<file path="src/rtl/alu_pkg.sv">
// Shared opcode, PSR bit and FSM definitions for the sequential ALU.
package alu_pkg;

    localparam logic [2:0] OP_ADD  = 3'b000;
    localparam logic [2:0] OP_SUB  = 3'b001;
    localparam logic [2:0] OP_OR   = 3'b010;
    localparam logic [2:0] OP_AND  = 3'b011;
    localparam logic [2:0] OP_XOR  = 3'b100;
    localparam logic [2:0] OP_NOT  = 3'b101;
    localparam logic [2:0] OP_MULT = 3'b110;
    localparam logic [2:0] OP_CMP  = 3'b111;

    localparam int PSR_C = 0;
    localparam int PSR_L = 1;
    localparam int PSR_F = 2;
    localparam int PSR_Z = 3;
    localparam int PSR_N = 4;

    typedef enum logic [1:0] {
        IDLE = 2'b00,
        MUL  = 2'b01,
        DONE = 2'b10
    } state_e;

    function automatic logic [4:0] pack_psr(input logic n, input logic z, input logic f,
                                            input logic l, input logic c);
        logic [4:0] p;
        p        = '0;
        p[PSR_N] = n;
        p[PSR_Z] = z;
        p[PSR_F] = f;
        p[PSR_L] = l;
        p[PSR_C] = c;
        return p;
    endfunction

endpackage

</file>
<file path="src/rtl/alu_mult_iter.sv">
// LSB-first shift-add multiplier, one multiplier bit per cycle.
// With ALU_MULHI_EN defined the full 2*WIDTH product is kept; otherwise only the low half.
module alu_mult_iter #(
    parameter int WIDTH = 16,
    parameter int CNT_W = $clog2(WIDTH+1)
) (
    input  logic             clk,
    input  logic             reset,
    input  logic             start_i,
    input  logic [WIDTH-1:0] a_i,
    input  logic [WIDTH-1:0] b_i,
    output logic             busy_o,
    output logic             done_o,
`ifdef ALU_MULHI_EN
    output logic [2*WIDTH-1:0] prod_o
`else
    output logic [WIDTH-1:0]   prod_o
`endif
);

`ifdef ALU_MULHI_EN
    localparam int PW = 2*WIDTH;
`else
    localparam int PW = WIDTH;
`endif

    logic [PW-1:0]    acc_q, acc_d, mcand_q, mcand_d, src_acc, src_mcand;
    logic [WIDTH-1:0] mplier_q, mplier_d, src_mplier;
    logic [CNT_W-1:0] cnt_q;
    logic             run_q;
    logic             step;

    assign done_o = run_q && (cnt_q == CNT_W'(WIDTH));
    assign busy_o = run_q;
    assign prod_o = acc_q;
    assign step   = run_q && !done_o;

    // The first iteration is folded into the start edge so the last bit lands WIDTH-1 edges later.
    always_comb begin
        src_acc    = start_i ? '0 : acc_q;
        src_mcand  = start_i ? PW'(a_i) : mcand_q;
        src_mplier = start_i ? b_i : mplier_q;
        acc_d      = src_acc + (src_mplier[0] ? src_mcand : '0);
        mcand_d    = src_mcand << 1;
        mplier_d   = src_mplier >> 1;
    end

    always_ff @(posedge clk or negedge reset) begin
        if (!reset) begin
            run_q <= 1'b0;
            cnt_q <= '0;
        end else if (start_i) begin
            run_q <= 1'b1;
            cnt_q <= CNT_W'(1);
        end else if (step) begin
            cnt_q <= cnt_q + CNT_W'(1);
        end else if (done_o) begin
            run_q <= 1'b0;
            cnt_q <= '0;
        end
    end

    always_ff @(posedge clk) begin
        if (start_i || step) begin
            acc_q    <= acc_d;
            mcand_q  <= mcand_d;
            mplier_q <= mplier_d;
        end
    end

endmodule

</file>
<file path="src/rtl/alu_seq.sv">
// Registered ALU with valid/ready on both sides; MULT runs on the iterative multiplier.
// Optional ALU_MULHI_EN adds result_hi (upper product half) and sets MULT F on a non-zero upper half.
module alu_seq
    import alu_pkg::*;
#(
    parameter int WIDTH = 16,
    parameter int CNT_W = $clog2(WIDTH+1)
) (
    input  logic             clk,
    input  logic             reset,
    input  logic             in_valid,
    output logic             in_ready,
    input  logic [2:0]       aluop,
    input  logic [WIDTH-1:0] arg1,
    input  logic [WIDTH-1:0] arg2,
    output logic             out_valid,
    input  logic             out_ready,
    output logic [WIDTH-1:0] result,
`ifdef ALU_MULHI_EN
    output logic [4:0]       PSRwrite,
    output logic [WIDTH-1:0] result_hi
`else
    output logic [4:0]       PSRwrite
`endif
);

    state_e           state_q, state_d;
    logic             accept, is_mult, mult_start, mult_busy, mult_done;
    logic [WIDTH-1:0] result_q, alu_res, mul_lo;
    logic [4:0]       psr_q, alu_psr, mul_psr;
    logic [WIDTH:0]   sum, diff;
    logic             mul_f;
`ifdef ALU_MULHI_EN
    logic [2*WIDTH-1:0] mult_prod;
    logic [WIDTH-1:0]   hi_q;
`else
    logic [WIDTH-1:0]   mult_prod;
`endif

    alu_mult_iter #(.WIDTH(WIDTH), .CNT_W(CNT_W)) u_mult (
        .clk     (clk),
        .reset   (reset),
        .start_i (mult_start),
        .a_i     (arg1),
        .b_i     (arg2),
        .busy_o  (mult_busy),
        .done_o  (mult_done),
        .prod_o  (mult_prod)
    );

    assign is_mult = (aluop == OP_MULT);

    always_ff @(posedge clk or negedge reset) begin
        if (!reset) state_q <= IDLE;
        else        state_q <= state_d;
    end

    always_comb begin
        state_d = state_q;
        case (state_q)
            IDLE:    if (accept) state_d = is_mult ? MUL : DONE;
            MUL:     if (mult_done) state_d = DONE;
            DONE:    if (out_ready) state_d = accept ? (is_mult ? MUL : DONE) : IDLE;
            default: state_d = IDLE;
        endcase
    end

    always_comb begin
        in_ready   = ((state_q == IDLE) && !mult_busy) || ((state_q == DONE) && out_ready);
        out_valid  = (state_q == DONE);
        accept     = in_valid && in_ready;
        mult_start = accept && is_mult;
    end

    // Single-cycle ops: widened add/sub expose carry and borrow in the top bit.
    always_comb begin
        sum     = {1'b0, arg1} + {1'b0, arg2};
        diff    = {1'b0, arg1} - {1'b0, arg2};
        alu_res = '0;
        alu_psr = '0;
        case (aluop)
            OP_ADD: begin
                alu_res = sum[WIDTH-1:0];
                alu_psr = pack_psr(alu_res[WIDTH-1], alu_res == '0,
                                   (arg1[WIDTH-1] == arg2[WIDTH-1]) && (alu_res[WIDTH-1] != arg1[WIDTH-1]),
                                   1'b0, sum[WIDTH]);
            end
            OP_SUB: begin
                alu_res = diff[WIDTH-1:0];
                alu_psr = pack_psr(alu_res[WIDTH-1], alu_res == '0,
                                   (arg1[WIDTH-1] != arg2[WIDTH-1]) && (alu_res[WIDTH-1] != arg1[WIDTH-1]),
                                   1'b0, diff[WIDTH]);
            end
            OP_CMP: begin
                alu_res = arg1;
                alu_psr = pack_psr($signed(arg1) < $signed(arg2), arg1 == arg2, 1'b0,
                                   arg1 < arg2, 1'b0);
            end
            default: begin
                case (aluop)
                    OP_OR:   alu_res = arg1 | arg2;
                    OP_AND:  alu_res = arg1 & arg2;
                    OP_XOR:  alu_res = arg1 ^ arg2;
                    default: alu_res = ~arg1;
                endcase
                alu_psr = pack_psr(alu_res[WIDTH-1], alu_res == '0, 1'b0, 1'b0, 1'b0);
            end
        endcase
    end

    always_comb begin
        mul_lo = mult_prod[WIDTH-1:0];
`ifdef ALU_MULHI_EN
        mul_f  = |mult_prod[2*WIDTH-1:WIDTH];
`else
        mul_f  = 1'b0;
`endif
        mul_psr = pack_psr(mul_lo[WIDTH-1], mul_lo == '0, mul_f, 1'b0, 1'b0);
    end

    always_ff @(posedge clk or negedge reset) begin
        if (!reset) begin
            result_q <= '0;
            psr_q    <= '0;
`ifdef ALU_MULHI_EN
            hi_q     <= '0;
`endif
        end else if (accept && !is_mult) begin
            result_q <= alu_res;
            psr_q    <= alu_psr;
`ifdef ALU_MULHI_EN
            hi_q     <= '0;
`endif
        end else if ((state_q == MUL) && mult_done) begin
            result_q <= mul_lo;
            psr_q    <= mul_psr;
`ifdef ALU_MULHI_EN
            hi_q     <= mult_prod[2*WIDTH-1:WIDTH];
`endif
        end
    end

    assign result   = result_q;
    assign PSRwrite = psr_q;
`ifdef ALU_MULHI_EN
    assign result_hi = hi_q;
`endif

endmodule

</file>
<file path="config.mk">
export PLATFORM = sky130hd
export DESIGN_NAME = alu_seq
export DESIGN_NICKNAME = d
export VERILOG_FILES = /design/src/rtl/alu_pkg.sv /design/src/rtl/alu_mult_iter.sv /design/src/rtl/alu_seq.sv
export SDC_FILE = /design/constraint.sdc
export NUM_CORES = 1
export LEC_CHECK = 0
export ABC_AREA = 0
export BUFFER_PORTS_ARGS = -buffer_cell sky130_fd_sc_hd__clkbuf_2
export CAP_MARGIN = 20
export CELL_PAD_IN_SITES_DETAIL_PLACEMENT = 0
export CELL_PAD_IN_SITES_GLOBAL_PLACEMENT = 1
export CORE_MARGIN = 5
export CORE_UTILIZATION = 40
export DETAILED_ROUTE_END_ITERATION = 12
export GPL_TIMING_DRIVEN = 0
export PLACE_DENSITY = 0.79
export SKIP_LAST_GASP = 1
export SYNTH_ARGS = -nofsm -noshare
export SYNTH_HDL_FRONTEND = slang
export SYNTH_HIERARCHICAL = 1
export SYNTH_SLANG_ARGS = --single-unit
</file>
<file path="constraint.sdc">
create_clock -name clk -period 5.04 [get_ports clk]
set_input_delay 0.756 -clock clk [delete_from_list [all_inputs] [get_ports clk]]
set_output_delay 0.756 -clock clk [all_outputs]
set_load 0.03 [all_outputs]
</file>
==> run summary <==
Status = completed
Top delay family on crit path = simple AND/OR/NAND/NOR gates
Row count = 51
ANT nets after route = 0
FF+latch count, synth = 75
H-tree levels = 3
CP max FO = 10
Cts bufs inserted = 9
Number of global-route vias before repair = 7,200
Die H = 149.8 um
Kind of end point of the critical path = flop
Die ar. = 0.02245 mm2
Vias = 7,509
Cell with the most instances on the worst path = buf_2
CP cell instances = nor2b_1, nor3_1, nand2_1, nor3_2, buf_2, buf_2, buf_2, nand2b_1, inv_1, ha_1, a21oi_1, nand4b_1, a21o_1, a31oi_1, o311ai_1
Critical path type = flop to flop
Worst Max-Slew Pin Slew = 1.048 ns
# IOs = 62
Worst path slowest cell = nor3_1
Async SR Flop Fraction = 0.3867
DRC errors left = 0
Antenna cell count = 0
Starting density of the core = 0.4046
CTS Sinks = 75
CP Buf/Inv Count = 4
YS warnings = 6
Die X = 149.8 um
CTS tree = built
Main flop type after synthesis = edfxtp_1
Synth Instances = 923
DR iter-0 viols = 760
Min Clock Period, post-route = 4.631 ns
CP arrival = 4.79 ns
Final hold vios = 0
Final WS setup = 0.4088 ns
Hold WC Path Type = primary input to asynchronous set/reset pin
Min Hold Slack = 0.4746 ns
Initial antenna violation count = 0
Largest stage delay on the critical path = 0.49 ns
Fin. max-slew vios = 0
DP Wirelength = 21,160 um
Mapped Area = 0.007823 mm2
Total design power = 0.004363 W
Peak Freq = 215.9 MHz
Pre-CTS setup slack = -0.5869 ns
Clock Path Buffers = 2
IO buf count = 60
Clk Latency, worst-skew pair = 0.35 ns
RSZ-0062 raised after global routing = false
Required time worst endpoint = 5.20 ns
Nets = 1,103
VDD IR max = 0.0001990 V
P_leak = 3.780 nW
Fillers = 1,972
Layout cells sized above 1 = 0.1653
Post-Syn Area per Cell = 8.475 um2
Clk_skew = 0.006785 ns
# setup viols final = 0
Commonest non-fill, non-tap cells in the layout = 80 x nor2_1, 68 x ha_1, 61 x clkbuf_2, 60 x inv_1, 57 x nand2_1
Core area = 0.01933 mm2
Fin crit share = 0.9189
PwrDens = 496.4 mW/mm2
Sequential area share after synthesis = 0.2694
Routability cong. = 0.9903
Critical path startpoint category = flop
Maxcap violations = 0
Overflow after GRT = 0
Routed WL = 27,040 um
Slew HR = 0.2981
Pin count of the biggest net entering global routing = 47
Register area = 0.002107 mm2
Unique masters post-synth = 81
Pre-Repair DR Iteration Count = 6
Syn Nets = 1,033
Area taken by multi-input logic gates = 0.005273 mm2
Area grow syn2layout = 12.35%
CTS root buf = clkbuf_16
WL per Instance = 21.41 um
Vias per cell = 5.945
Clock transition at the registers of the reported paths = 0.06 ns
GRT Overall Usage = 0.2426
Commonest non-fill, non-tap cell in the layout = nor2_1
First-pass GRT wire length = 41,920 um
Post-synth EDFFs = 46
[cell type report]
| cell class | count | share of cell area |
|---|---|---|
| Clock inverter | 5 | 0.006691 |
| Buffer | 47 | 0.02420 |
| Inverter | 62 | 0.02648 |
| Timing Repair Buffer | 61 | 0.03645 |
| Clock buffer | 11 | 0.02876 |
| Multi-Input combinational cell | 737 | 0.5999 |
| Tap cell | 265 | 0.03773 |
| Sequential cell | 75 | 0.2397 |
[repair_timing]
action	4_1_cts	5_1_grt
buffers inserted	0	0
endpoints found under the setup margin	7	9
gates resized for setup	0	4
hold buffers	0	0
hold endpoints to repair	0	0
[sequential cells by signal, indices dropped and copies added (netlist names)]
signal           flops
state_q              2
PSRwrite             5
u_mult/mplier_q     15
u_mult/cnt_q         5
u_mult/mcand_q      15
result              16
u_mult/busy_o        1
u_mult/prod_o       16
[logic make-up after synthesis]
logic type / synth area share
xor+xnor: 0.04031
mux: 0.07869
simple gates: 0.2036
fa+ha+maj: 0.1164
buf+inv: 0.05774
flops: 0.2694
compound gates: 0.2338
[path summary, 6_finish.rpt]
| kind | startpoint | end | slack, ns | cells past startpoint |
|---|---|---|---|---|
| worst max-delay path | u_mult/busy_o$_DFFE_PN0P_ | u_mult/prod_o[13]$_DFFE_PP_ | 0.41 | 15 |
| worst min-delay path | reset | u_mult/cnt_q[3]$_DFFE_PN0P_ | 0.47 | 1 |
| worst max register to register | u_mult/busy_o$_DFFE_PN0P_ | u_mult/prod_o[13]$_DFFE_PP_ | 0.41 | 15 |
| worst min register to register | PSRwrite[2]$_DFFE_PN0P_ | PSRwrite[2]$_DFFE_PN0P_ | 0.52 | 2 |
| max in group asynchronous | reset | result[2]$_DFFE_PN0P_ | 4.05 | 1 |
| min in group clk | PSRwrite[2]$_DFFE_PN0P_ | PSRwrite[2]$_DFFE_PN0P_ | 0.52 | 2 |
[layer usage]
layer,wire length [um],part of all wire,GRT usage,vias up
met5,0,0,0,-
met3,2125,0.079,0.04906,38
met4,563,0.021,0.06221,0
met2,11900,0.44,0.3686,325
li1,-,-,-,3550
met1,12450,0.46,0.3515,3596
[cell usage after synthesis (8+ instances only)]
cell type | instances | area [um2]
a211oi_1 | 10 | 75.07
a21o_1 | 16 | 120.1
a21oi_1 | 55 | 275.3
a221oi_1 | 9 | 78.83
a31oi_1 | 18 | 112.6
buf_2 | 19 | 95.09
clkbuf_1 | 21 | 78.83
dfrtp_1 | 29 | 725.7
edfxtp_1 | 46 | 1381
ha_1 | 68 | 850.8
inv_1 | 60 | 225.2
mux2_2 | 32 | 360.4
mux2i_1 | 21 | 210.2
nand2_1 | 57 | 214.0
nand2b_1 | 25 | 156.4
nand3_1 | 15 | 75.07
nand4_1 | 8 | 50.05
nor2_1 | 80 | 300.3
nor2b_1 | 37 | 231.5
nor3_1 | 23 | 115.1
nor4_1 | 12 | 75.07
o211ai_1 | 20 | 150.1
o21ai_0 | 41 | 205.2
o21ai_1 | 9 | 45.04
o21bai_1 | 8 | 60.06
o22ai_1 | 10 | 62.56
o31ai_1 | 9 | 67.56
xnor2_1 | 25 | 219.0
xor2_1 | 11 | 96.34
[power breakdown]
group	leakage [nW]	internal (W)	switching, W
Sequential	0.818	0.00110	0.000208
Clock	0.156	0.000413	0.000277
Combinational	2.81	0.000940	0.00142
Total	3.78	0.00246	0.00191
[through the flow]
stage | util | TNS (ns) | cell area, um2 | cells
final | 0.4545 | 0 | 8788 | 1263
after global routing | 0.4545 | 0 | 8788 | 1263
after CTS | 0.4532 | 0 | 8762 | 1263
after detailed placement | 0.4373 | -4.190 | 8454 | 1248
after global placement | 0.4373 | -3.892 | 8454 | 1248
after floorplan | - | 0 | 7823 | 923
No activity file was read; power rests on OpenSTA's default activity.
